$ cat src/rtl/fifo_rd_sched_pkg.sv
// Shared definitions for the FIFO read-side scheduler and its round-robin helper.
// Holds the scheduler state encoding and the width helpers used for parameter sizing.
package fifo_rd_sched_pkg;

    typedef enum logic {
        ST_IDLE  = 1'b0,
        ST_BURST = 1'b1
    } state_t;

    // Ceiling log2, usable in constant expressions.
    function automatic int clog2(input int n);
        int r;
        r = 0;
        for (int i = 0; i < 31; i++) begin
            if ((1 << i) < n) r = i + 1;
        end
        return r;
    endfunction

    // Channel index width, never narrower than one bit.
    function automatic int ch_w(input int n);
        return (clog2(n) < 1) ? 1 : clog2(n);
    endfunction

endpackage

$ cat src/rtl/fifo_rd_sched_rr_pick.sv
// Combinational round-robin selector: returns the first requester after 'last', wrapping.
// Shared by the read-side scheduler and the write-side arbiter.
module rr_pick
    import fifo_rd_sched_pkg::*;
#(
    parameter  int NUM_CH = 4,
    localparam int CH_W   = ch_w(NUM_CH)
) (
    input  logic [NUM_CH-1:0] req,
    input  logic [CH_W-1:0]   last,
    output logic [CH_W-1:0]   gnt_idx,
    output logic              any
);

    // NOTE: every output of a combinational block gets a default first, so no path can infer a latch.
    always_comb begin
        logic [CH_W-1:0] idx;
        idx     = '0;
        gnt_idx = '0;
        any     = |req;
        // Walk from the farthest offset to the nearest so the closest requester wins.
        for (int off = NUM_CH; off >= 1; off--) begin
            idx = CH_W'((int'(last) + off) % NUM_CH);
            if (req[idx]) gnt_idx = idx;
        end
    end

endmodule

$ cat src/rtl/fifo_rd_sched.sv
// Read-side scheduler draining NUM_CH dual-clock FIFOs in round-robin bursts into one
// valid/ready stream, tagged with source channel and first-of-grant marker.
module fifo_rd_sched
    import fifo_rd_sched_pkg::*;
#(
    parameter  int WIDTH  = 8,
    parameter  int NUM_CH = 4,
    parameter  int BURST  = 4,
    localparam int CH_W   = ch_w(NUM_CH)
) (
    input  logic                    rclk,
    input  logic                    rst_n,
    input  logic [NUM_CH-1:0]       ch_enable,
    input  logic [NUM_CH-1:0]       ch_empty,
    input  logic [NUM_CH*WIDTH-1:0] ch_dout,
    output logic [NUM_CH-1:0]       ch_rd_en,
    output logic                    m_valid,
    input  logic                    m_ready,
    output logic [WIDTH-1:0]        m_data,
    output logic [CH_W-1:0]         m_ch,
    output logic                    m_sof,
    output logic                    busy
);

    localparam int CNT_W = clog2(BURST + 1);

    typedef struct packed {
        logic [WIDTH-1:0] data;
        logic [CH_W-1:0]  ch;
        logic             sof;
    } entry_t;

    state_t           state, state_nxt;
    logic [CH_W-1:0]  grant, grant_nxt;     // current grant, doubles as last_grant
    logic [CNT_W-1:0] cnt, cnt_nxt;
    logic             sof_pend, sof_pend_nxt;

    logic             if_valid;
    logic [CH_W-1:0]  if_ch;
    logic             if_sof;

    entry_t           buf_q [2];
    logic             wr_ptr, rd_ptr;
    logic [1:0]       occ;

    logic [NUM_CH-1:0] cand;
    logic [CH_W-1:0]   pick_idx;
    logic              pick_any;
    logic              grant_empty, issue, push, pop;
    logic [2:0]        credit;
    logic [WIDTH-1:0]  dout_sel;

    assign cand = ch_enable & ~ch_empty;

    rr_pick #(.NUM_CH(NUM_CH)) u_rr_pick (
        .req     (cand),
        .last    (grant),
        .gnt_idx (pick_idx),
        .any     (pick_any)
    );

    assign pop         = m_valid & m_ready;
    assign push        = if_valid;
    assign grant_empty = ch_empty[grant];
    // Buffered plus in-flight words may not exceed the two slots; a word leaving now frees one.
    assign credit      = 3'(occ) + 3'(if_valid);
    assign issue       = (state == ST_BURST) && !grant_empty && (credit < 3'd2 + 3'(pop));

    always_comb begin
        state_nxt    = state;
        grant_nxt    = grant;
        cnt_nxt      = cnt;
        sof_pend_nxt = sof_pend;
        ch_rd_en     = '0;
        case (state)
            ST_IDLE: begin
                if (pick_any) begin
                    grant_nxt    = pick_idx;
                    cnt_nxt      = '0;
                    sof_pend_nxt = 1'b1;
                    state_nxt    = ST_BURST;
                end
            end
            ST_BURST: begin
                if (issue) begin
                    ch_rd_en[grant] = 1'b1;
                    cnt_nxt         = cnt + 1'b1;
                    sof_pend_nxt    = 1'b0;
                    if (cnt == CNT_W'(BURST - 1)) state_nxt = ST_IDLE;
                end
                if (grant_empty) state_nxt = ST_IDLE;
            end
        endcase
    end

    // NOTE: state registers use non-blocking assignments so every flop samples pre-edge values.
    always_ff @(posedge rclk or negedge rst_n) begin
        if (!rst_n) begin
            state    <= ST_IDLE;
            grant    <= CH_W'(NUM_CH - 1);
            cnt      <= '0;
            sof_pend <= 1'b0;
            if_valid <= 1'b0;
            if_ch    <= '0;
            if_sof   <= 1'b0;
        end else begin
            state    <= state_nxt;
            grant    <= grant_nxt;
            cnt      <= cnt_nxt;
            sof_pend <= sof_pend_nxt;
            if_valid <= issue;
            if (issue) begin
                if_ch  <= grant;
                if_sof <= sof_pend;
            end
        end
    end

    // Registered FIFO dout of the channel read last cycle.
    always_comb begin
        dout_sel = '0;
        for (int i = 0; i < NUM_CH; i++) begin
            if (if_ch == CH_W'(i)) dout_sel = ch_dout[i*WIDTH +: WIDTH];
        end
    end

    // NOTE: the buffer entries are reset because m_data/m_ch/m_sof read them directly and must come up at 0.
    always_ff @(posedge rclk or negedge rst_n) begin
        if (!rst_n) begin
            for (int i = 0; i < 2; i++) buf_q[i] <= '0;
            wr_ptr <= 1'b0;
            rd_ptr <= 1'b0;
            occ    <= 2'd0;
        end else begin
            if (push) begin
                buf_q[wr_ptr] <= '{data: dout_sel, ch: if_ch, sof: if_sof};
                wr_ptr        <= ~wr_ptr;
            end
            if (pop) rd_ptr <= ~rd_ptr;
            occ <= occ + {1'b0, push} - {1'b0, pop};
        end
    end

    assign m_valid = (occ != 2'd0);
    assign m_data  = buf_q[rd_ptr].data;
    assign m_ch    = buf_q[rd_ptr].ch;
    assign m_sof   = buf_q[rd_ptr].sof;
    assign busy    = (state != ST_IDLE) || (occ != 2'd0) || if_valid;

endmodule

$ cat config.mk
export PLATFORM = sky130hd
export DESIGN_NAME = fifo_rd_sched
export DESIGN_NICKNAME = d
export VERILOG_FILES = /design/src/rtl/fifo_rd_sched_pkg.sv /design/src/rtl/fifo_rd_sched_rr_pick.sv /design/src/rtl/fifo_rd_sched.sv
export SDC_FILE = /design/constraint.sdc
export NUM_CORES = 1
export LEC_CHECK = 0
export CAP_MARGIN = 20
export CORE_UTILIZATION = 25
export CTS_BUF_LIST = sky130_fd_sc_hd__clkbuf_16
export DETAILED_ROUTE_END_ITERATION = 7
export SLEW_MARGIN = 20
export SYNTH_ARGS = -nofsm -noshare
export SYNTH_HDL_FRONTEND = slang
export SYNTH_SLANG_ARGS = --single-unit
$ cat constraint.sdc
create_clock -name rclk -period 2.95 [get_ports rclk]
set_input_delay 0.59 -clock rclk [delete_from_list [all_inputs] [get_ports rclk]]
set_output_delay 0.59 -clock rclk [all_outputs]
set_load 0.01 [all_outputs]
==> results.yml, run 1 <==
run_status:
  status: "completed"
cts:
  clkLatencyLatePin_ps: 280
  cts_buffer_depth: 2
  cts.sinks: 37
  clk_pin_slew_ps: 60
  cts_made_buffers: 5
  cts-root-buf: "clkbuf_16"
  hold_buffers: 0
  htreeDepth: 2
  cts_tree: "yes"
flow_run:
  maxCapViolations: 0
sta:
  worstMarginPinSlew_ps: 854
  finalCriticalPeriod_ps: 2860
  fin_tns_setup_ps: 0
  clock_skew_ps: 2.87
  setup_viol: 0
  max_clock_freq_mhz: 350
  finalHoldViolCount: 0
  slew_violations: 0
  period_share_pct: 96.8
  rsz0062_at_grt: "false"
  slew_headroom_pct: 43.0
final_layout:
  stdcell_area_um2: 3040
  drive_above_1_share_pct: 32.8
  syn_to_final_growth_pct: 40.3
  final_util_pct: 36.6
  fin_nets: 290
  antennaDiodeCount: 0
worst_setup_path:
  path_class: "in -> out"
  cp-end-kind: "primary output"
  worst_ep_arrival_time_ps: 2270
  timing.rr.end: "if_sof"
  worst_setup_path_start_kind: "input port"
  reg2reg_depth: 5
  crit_fanout: 3
  cp.required_ps: 2360
  r2r_start: "grant[0]"
  r2r_slack_ps: 850
power:
  leakagePower_nw: 1.25
  power_mw: 3.05
  vdd_drop_max_uv: 434
  p_per_area_nw_per_um2: 1000
routing:
  drt-wirelength-per-cell_um: 13.8
  wl_mm: 4.73
  drt_pass1_iterations: 4
  vias_per_cell: 4.52
  drc: 0
  postRouteAntennaNets: 0
  drt_iter0_drc: 26
  vias: 1549
grt:
  grt_usage_pct: 11.3
  grt_antenna_before_repair: 0
  grt_pass1_wl_mm: 7.62
  grt_max_degree: 38
  overflow: 0
  grt_pass1_vias: 1597
hold_path:
  min_path_type: "in -> async"
synthesis:
  syn_area_per_cell_um2: 12.6
  synth.distinct_cells: 39
  synth_nets: 225
  synthesis.area_um2: 2170
  synthCells: 172
  ys_warn_count: 0
  ys_async_sr_fraction_pct: 100
  yosysSeqAreaShare_pct: 42.9
  synth-edff-count: 0
  synth-seq-cells: 37
  synth-main-ff-cell: "dfrtp_1"
floorplan:
  die_area_um2: 9040
  fp.coreArea_um2: 8300
  die_w_um: 95.1
  io_pins: 60
  die_h_um: 95.1
  rows: 33
  initial_core_util_pct: 26.1
place:
  gp_congestion: 0.766
  placed_cell_area_um2: 2880
  numPortBuffers: 59
  hpwlAfterDp_mm: 3.44
-- logic make-up after synthesis --
kind of cell    count (synthesis)  share of synthesized area [%]
compound gates                 22                           6.64
xor+xnor                        4                           1.62
fa+ha+maj                      10                           5.78
buf+inv                        17                           4.16
flops                          37                           42.9
mux                            48                           29.5
simple gates                   34                           9.47
-- flip-flops by register name, summed over array words and instances (netlist names) --
name      count
if_valid      1
state         1
grant         2
occ           2
sof_pend      1
rd_ptr        1
wr_ptr        1
cnt           3
if_ch         2
if_sof        1
buf_q        22
-- layout by cell type (no fill, tap or decap), types with 7 or more instances in the layout --
master	n
o21ai_0	9
buf_4	9
inv_1	7
nand2_1	8
mux2_2	36
mux4_2	9
clkdlybuf4s50_1	54
dfrtp_1	35
ha_1	10
-- worst max-delay path, stage by stage --
cell,delay [ps]
clkdlybuf4s50_1,430
mux4_2,470
nand2b_4,170
nor3b_4,220
buf_4,140
and2_2,130
clkbuf_2,120
-- through the flow --
step | cells | hold WS [ps] | setup slack, ps
2_1_floorplan | 172 | 294 | 473
3_3_place_gp | 334 | 477 | -233
3_5_place_dp | 334 | 481 | -246
4_1_cts | 342 | 453 | 22.5
5_1_grt | 343 | 499 | 12.9
6_report | 343 | 418 | 93.4
-- synth_stat cells, types with 2 or more instances --
library cell  instances  area [um2]
nor2b_1               5        31.3
nand2_1               8        30.0
dfstp_2               2        52.6
clkbuf_1              4        15.0
buf_6                 2        22.5
nor3_1                2        10.0
nor2_1                5        18.8
mux4_2                9         203
mux2i_1               3        30.0
xnor2_1               3        26.3
inv_1                 7        26.3
ha_1                 10         125
nand3_1               2        10.0
a21oi_1               3        15.0
and2_2                4        30.0
mux2_2               36         405
nand3b_1              2        15.0
o21ai_0               9        45.0
buf_1                 2        7.51
dfrtp_1              35         876
-- metal layers --
layer / global-route usage [%] / vias to the layer above / routed length, um
met3: 3.03 / 8 / 343
met2: 18.7 / 48 / 2210
met1: 13.8 / 745 / 2110
li1: - / 748 / -
met4: 4.55 / 0 / 70
met5: 0 / - / 0
-- worst max path at each step --
stage	start	to	slack (ps)	depth (start not counted)
finish	ch_empty[0]	ch_rd_en[2]	90	7
global route	ch_empty[0]	ch_rd_en[2]	10	7
CTS	ch_empty[0]	ch_rd_en[1]	20	6
detailed placement	ch_empty[0]	ch_rd_en[1]	-250	6
global placement	ch_empty[0]	ch_rd_en[0]	-230	6
floorplan	grant[0]	ch_rd_en[0]	470	6
-- cell type report --
cell class / count / area [um2]
well taps: 105 / 131
repair buffers: 68 / 638
clock buffers: 5 / 125
multi-input cells: 118 / 1150
fillers: 827 / 5260
inverters: 7 / 26.3
clock inverters: 3 / 41.3
flip-flops and latches: 37 / 928
-- power breakdown --
group | internal (mW) | total (mW) | switching (mW)
Sequential | 0.766 | 1.00 | 0.238
Combinational | 0.902 | 1.45 | 0.544
Clock | 0.395 | 0.598 | 0.203
-- repair_timing --
| item | CTS | global route |
|---|---|---|
| gates resized for setup | 4 | 7 |
| buffers inserted | 0 | 1 |
| gates cloned | 0 | 0 |
| setup endpoints to repair | 4 | 4 |
| pin swaps | 0 | 1 |
(Power assumes the default switching activity.)
==> run 2: changes to the inputs <==
- CTS_BUF_LIST: sky130_fd_sc_hd__clkbuf_16 -> sky130_fd_sc_hd__clkbuf_8
- SYNTH_HIERARCHICAL: unset -> 1
==> run 2 against run 1 <==
Net effect: register-to-register slack improved by 200 ps; area after synthesis shrank 6.3%; sequential power about the same; global-route usage down 0.45 points; clock skew rose by 3.7 ps; via count shrank 10%; design area fell by 6.9%; maximum frequency is 15% higher; first-iteration DRC count grew 27%; non-clock buffer count decreased by 4; flip-flop and latch count did not move.
==> results.yml, run 2 <==
worst_setup_path:
  crit_end: "ch_rd_en[0]"
  worstSetupStartpoint: "occ[0]"
  cp-end-kind: "primary output"
  r2r_start: "occ[0]"
  r2r_slack_ps: 1050
  worst_setup_path_start_kind: "flip-flop"
  timing.rr.end: "if_sof"
  reg2reg_depth: 7
  cp.required_ps: 2360
  path_class: "reg -> out"
  worst_ep_arrival_time_ps: 1890
  crit_fanout: 4
power:
  vdd_drop_max_uv: 230
  combinationalPowerShare_pct: 48.6
  pwr-share-seq_pct: 38.7
  swShare_pct: 33.7
  clock_power_share_pct: 12.7
  p_per_area_nw_per_um2: 918
  p_sw_uw: 874
  leakagePower_nw: 1.22
  intPower_mw: 1.72
floorplan:
  die_h_um: 92.1
  fp.coreArea_um2: 7810
  initial_core_util_pct: 26.0
  io_pins: 60
  die_area_um2: 8480
  rows: 32
  die_w_um: 92.1
final_layout:
  fin_nets: 270
  fin_cells: 324
  drive_above_1_share_pct: 28.4
  mostFrequentLayoutCells: "clkdlybuf4s50_1, dfrtp_1, mux2_2"
  reg.largest.list: "buf_q (22), cnt (3)"
  fillers: 782
  final_common_cell: "clkdlybuf4s50_1"
  antennaDiodeCount: 0
  regMostFlops: "buf_q"
  largest_reg_flops: 22
  syn_to_final_growth_pct: 39.3
sta:
  fin_tns_setup_ps: 0
  finalCriticalPeriod_ps: 2480
  max_clock_freq_mhz: 403
  fin_ws_ps: 468
  worstMarginPinSlew_ps: 804
  slew_headroom_pct: 46.4
  period_share_pct: 84.1
  clock_skew_ps: 6.55
  slew_violations: 0
  finalHoldViolCount: 0
  rsz0062_at_grt: "false"
  setup_viol: 0
routing:
  drt-wirelength-per-cell_um: 13.4
  vias: 1393
  drc: 0
  vias_per_cell: 4.30
  drt_iter0_drc: 33
  wl_mm: 4.33
  drt_pass1_iterations: 4
  postRouteAntennaNets: 0
synthesis:
  netlist.area_leader.share_pct: 43.2
  yosysMostFrequentCell: "dfrtp_1"
  yosysSeqAreaShare_pct: 45.7
  yosys-top-cells-count: "dfrtp_1, mux2_2, nand2_1"
  ys_warn_count: 6
  syn_area_per_cell_um2: 13.0
  synth_nets: 205
  synthesis.area_um2: 2030
  synth_area_leader_cell: "dfrtp_1"
  synth-seq-cells: 37
  synth-edff-count: 0
  synth.distinct_cells: 33
  synthTopCellsByArea: "dfrtp_1, mux2_2, mux4_2"
  synthCells: 156
  ys_async_sr_fraction_pct: 100
  synth-main-ff-cell: "dfrtp_1"
run_status:
  status: "completed"
hold_path:
  min_path_type: "in -> async"
cts:
  cts_buffer_depth: 2
  hold_buffers: 0
  cts_tree: "yes"
  clkLatencyLatePin_ps: 290
  cts.sinks: 37
  cts_made_buffers: 5
  htreeDepth: 2
  cts-root-buf: "clkbuf_8"
  cts_setup_buffers: 0
  clk_pin_slew_ps: 70
flow_run:
  maxCapViolations: 0
grt:
  grt_antenna_before_repair: 0
  grt_max_degree: 38
  grt_pass1_wl_mm: 6.98
  grt_usage_pct: 10.8
  overflow: 0
  grt_pass1_vias: 1432
place:
  dp_cells: 316
  pre_cts_ws_ps: 105
  numPortBuffers: 59
  hpwlAfterDp_mm: 3.19
  gp_congestion: 0.721
==> run 2: cell count changes after synthesis, sizes merged, moves of 2 or more <==
cell     before  now
o21ai        10    2
and2          4    0
ha           10    6
clkbuf        5    2
mux2i         3    6
a21oi         3    5
nand2         8   10
nand2b        2    4
o2bb2ai       0    2
==> run 2: kinds of logic after synthesis <==
family                   count (synthesis)  share of synthesized area, %
multiplexers                            49                          31.6
flip-flops                              37                          45.7
XOR/XNOR                                 4                          1.73
AND/OR/NAND/NOR                         34                          8.69
adder cells (fa/ha/maj)                  6                          3.70
AO/OA/AOI/OAI                           12                          4.93
buffers and inverters                   14                          3.58
==> run 2: repair_timing <==
item	in CTS	in global routing
endpoints found under the setup margin	0	4
gates resized for setup	0	4
hold endpoints to repair	0	0
==> run 2: through the flow <==
step	util, %	power [mW]	instance area, um2	hold WS (ps)
floorplan	-	1.79	2030	294
global placement	35.1	2.28	2740	477
detailed placement	35.1	2.31	2740	480
CTS	36.1	2.65	2820	418
global route	36.2	2.80	2830	447
finish	36.2	2.59	2830	387
==> run 2: power groups by stage <==
stage / sequential (mW) / clock, mW / combinational [mW]
after detailed placement: 1.03 / 0 / 1.28
after global routing: 1.06 / 0.358 / 1.38
after global placement: 1.02 / 0 / 1.27
after CTS: 1.02 / 0.338 / 1.29
final: 1.00 / 0.328 / 1.26
after floorplan: 0.881 / 0 / 0.911
==> run 2: worst min path at each step <==
stage	slack, ps	startpoint	endpoint
detailed placement	480	wr_ptr	wr_ptr
finish	390	rst_n	buf_q[14]
CTS	420	rst_n	buf_q[3]
global placement	480	wr_ptr	wr_ptr
global route	450	rst_n	buf_q[14]
floorplan	290	rst_n	buf_q[0]
==> run 2: layer usage <==
metal,up-vias,part of all wire [%],routed length [um],track usage [%]
li1,682,-,-,-
met5,-,0,0,0
met1,685,44,1910,12.9
met4,0,1.3,56,3.91
met2,22,51,2230,18.4
met3,4,3.3,142,3.23
==> run 2: layout make-up <==
cell class	count	area (um2)	share of cell area [%]
well taps	102	128	4.51
flip-flops and latches	37	928	32.8
repair buffers	64	633	22.4
multi-input cells	105	1030	36.4
inverters	8	30.0	1.06
clock inverters	3	11.3	0.398
clock buffers	5	68.8	2.43
==> run 2: critical path: stages (launching register included) <==
cell	delay (ps)
dfrtp_1	410
ha_1	190
ha_1	270
nor2_1	120
a21oi_2	50
or2_2	320
nor2_1	90
dlymetal6s2s_1	160
==> variant: new RTL, settings of run 1 <==
Change the parameter `WIDTH` from 8 to 10.
--- a/src/rtl/fifo_rd_sched.sv
+++ b/src/rtl/fifo_rd_sched.sv
@@ -5,3 +5,3 @@
 #(
-    parameter  int WIDTH  = 8,
+    parameter  int WIDTH  = 10,
     parameter  int NUM_CH = 4,
Interface: changed (resized ch_dout and m_data); port bits go from 60 to 70. No check against the original RTL was run, so the function may have changed too.
==> variant against run 1 <==
  * Critical endpoint unchanged
  * Critical path depth unchanged
  * Sequential share of layout area decreased by 0.18 points
  * Area after synthesis increased by 10%
  * Cell area increased by 11%
  * Worst hold slack improved by 22 ps
  * Sequential power increased by 11%
  * Routed wire length increased by 6.8%
  * Via count increased by 7.1%
  * Power increased by 5.7%
  * Count of clock-buffer cells in the layout unchanged
  * Sequential cell count increased by 4
  * First-iteration DRC count unchanged
  * Worst setup slack improved by 47 ps
==> variant: results (changes against run 1) <==
status completed; Post-DP HPWL 3.79 mm (+10%); clk_skew 5.83 ps (+2.95 ps); Hold Path Class in -> async; via/cell ratio 4.34 (-3.8%); Final min period 2810 ps (-47.3 ps); prevailing post-synth register cell dfrtp_1; placed cell areas 3260 sq um (+13%); Leak 1.40 nW (+11%); WL met2 2.58 mm (+17%); synth warn 0 (unchanged); Iter 0 DRT Violations 26 (unchanged); Worst Max-Slew Pin Slew 909 ps (+54.3 ps); Mapped Nets 234 (+4.0%); vias in the first global route 1697 (+6.3%); Clock Root Buffer clkbuf_16; Top Registers buf_q: 26 flops, cnt: 3 flops; share of layout cells above drive strength 1 0.348 (+0.0201); most frequent cells after synthesis 41 x mux2_2, 39 x dfrtp_1, 12 x mux4_2; top layer in use met4; Max H-tree Level 2 (unchanged); CP max stage cell mux4_2; largest net degree at the start of global routing 42 (+11%); initial antenna violation count 0 (unchanged); Global Route Usage Sum 0.107 (-0.00524); Clock Path Buffers 2 (unchanged); final setup vio count 0 (unchanged); sequential fraction of the synthesis area 0.431 (+0.00262); asr flop ratio synth 1.00 (unchanged); Worst Path Max Fanout 6 (+3); pre-CTS setup slack -329 ps (-82.9 ps); Final #Nets 313 (+7.9%); max incr delay on CP 460 ps; routed length per instance 13.2 um (-4.1%); first-pass GRT wire length 8.31 mm (+9.1%); Pre-Repair DR Iteration Count 4 (unchanged); main area contributors after synthesis dfrtp_1 41%, mux2_2 19%, mux4_2 11%; post-synthesis cell type count 38 (-2.6%); TritonCTS buffer count 5 (unchanged); clock insertion delay at the later pin of the skew report 280 ps (about the same); Final Wtd Congestion 0.818 (+6.8%); Port Buffers 69 (+17%); CTS clk-pin slew, worst paths 60 ps (about the same); met3 wire length 239 um (-30%); M1 wire length 2.18 mm (+3.3%); antenna fix cells 0 (unchanged); maximum VDD drop 0.292 mV (-33%)
## variant: layer usage
metal / global-route usage / up-vias
met1: 0.130 / 802
met2: 0.189 / 48
met4: 0.0373 / 0
li1: - / 805
met5: 0 / -
met3: 0.0218 / 4
## variant: final timing paths
kind | start | endpoint | slack, ps | cells after the start
hold reg to reg | wr_ptr$_DFFE_PN0P_ | wr_ptr$_DFFE_PN0P_ | 490 | 1
setup / recovery | ch_empty[2] | ch_rd_en[2] | 140 | 7
min in group rclk | wr_ptr$_DFFE_PN0P_ | wr_ptr$_DFFE_PN0P_ | 490 | 1
max in group asynchronous | rst_n | buf_q[0]$_DFFE_PN0P_ | 1930 | 1
hold / removal | rst_n | buf_q[24]$_DFFE_PN0P_ | 440 | 1
setup reg to reg | grant[0]$_DFFE_PN1P_ | grant[0]$_DFFE_PN1P_ | 720 | 6
## variant: cells by family after synthesis
kind of cell / count (synthesis) / share of synthesized area
muxes: 58 / 0.337
DFF: 41 / 0.431
and+or+nand+nor: 28 / 0.0829
AOI/OAI and AO/OA: 17 / 0.0477
buffers and inverters: 15 / 0.0341
adders and majority gates: 10 / 0.0525
xor gates and xnor gates: 4 / 0.0147
## variant: critical path: cells and delay by family
family        cells  cell delay, ps
buf+inv           3             670
mux               1             460
simple gates      3             500
## variant: power by group
part           leakage, nW  internal [mW]  switching, mW
combinational        0.842           1.02          0.563
sequential           0.485          0.843          0.269
clock               0.0712          0.310          0.211
## variant: repair_timing
item	CTS	global route
resized for setup	14	6
endpoints found under the setup margin	4	4
pin swaps	0	1
setup buffers	0	0
## variant: stage by stage
stage          cells  power (mW)  hold slack (ps)
2_1_floorplan    173        2.11              294
3_3_place_gp     374        2.72              476
3_5_place_dp     374        2.75              487
4_1_cts          382        3.29              486
5_1_grt          382        3.48              516
6_report         382        3.22              440
## variant: layout make-up
type / count / area (sq um)
Clock inverter: 3 / 17.5
Inverter: 8 / 30.0
Multi-Input combinational cell: 117 / 1270
Timing Repair Buffer: 79 / 748
Fill cell: 926 / 5850
Clock buffer: 5 / 125
Sequential cell: 41 / 1030
Tap cell: 129 / 161
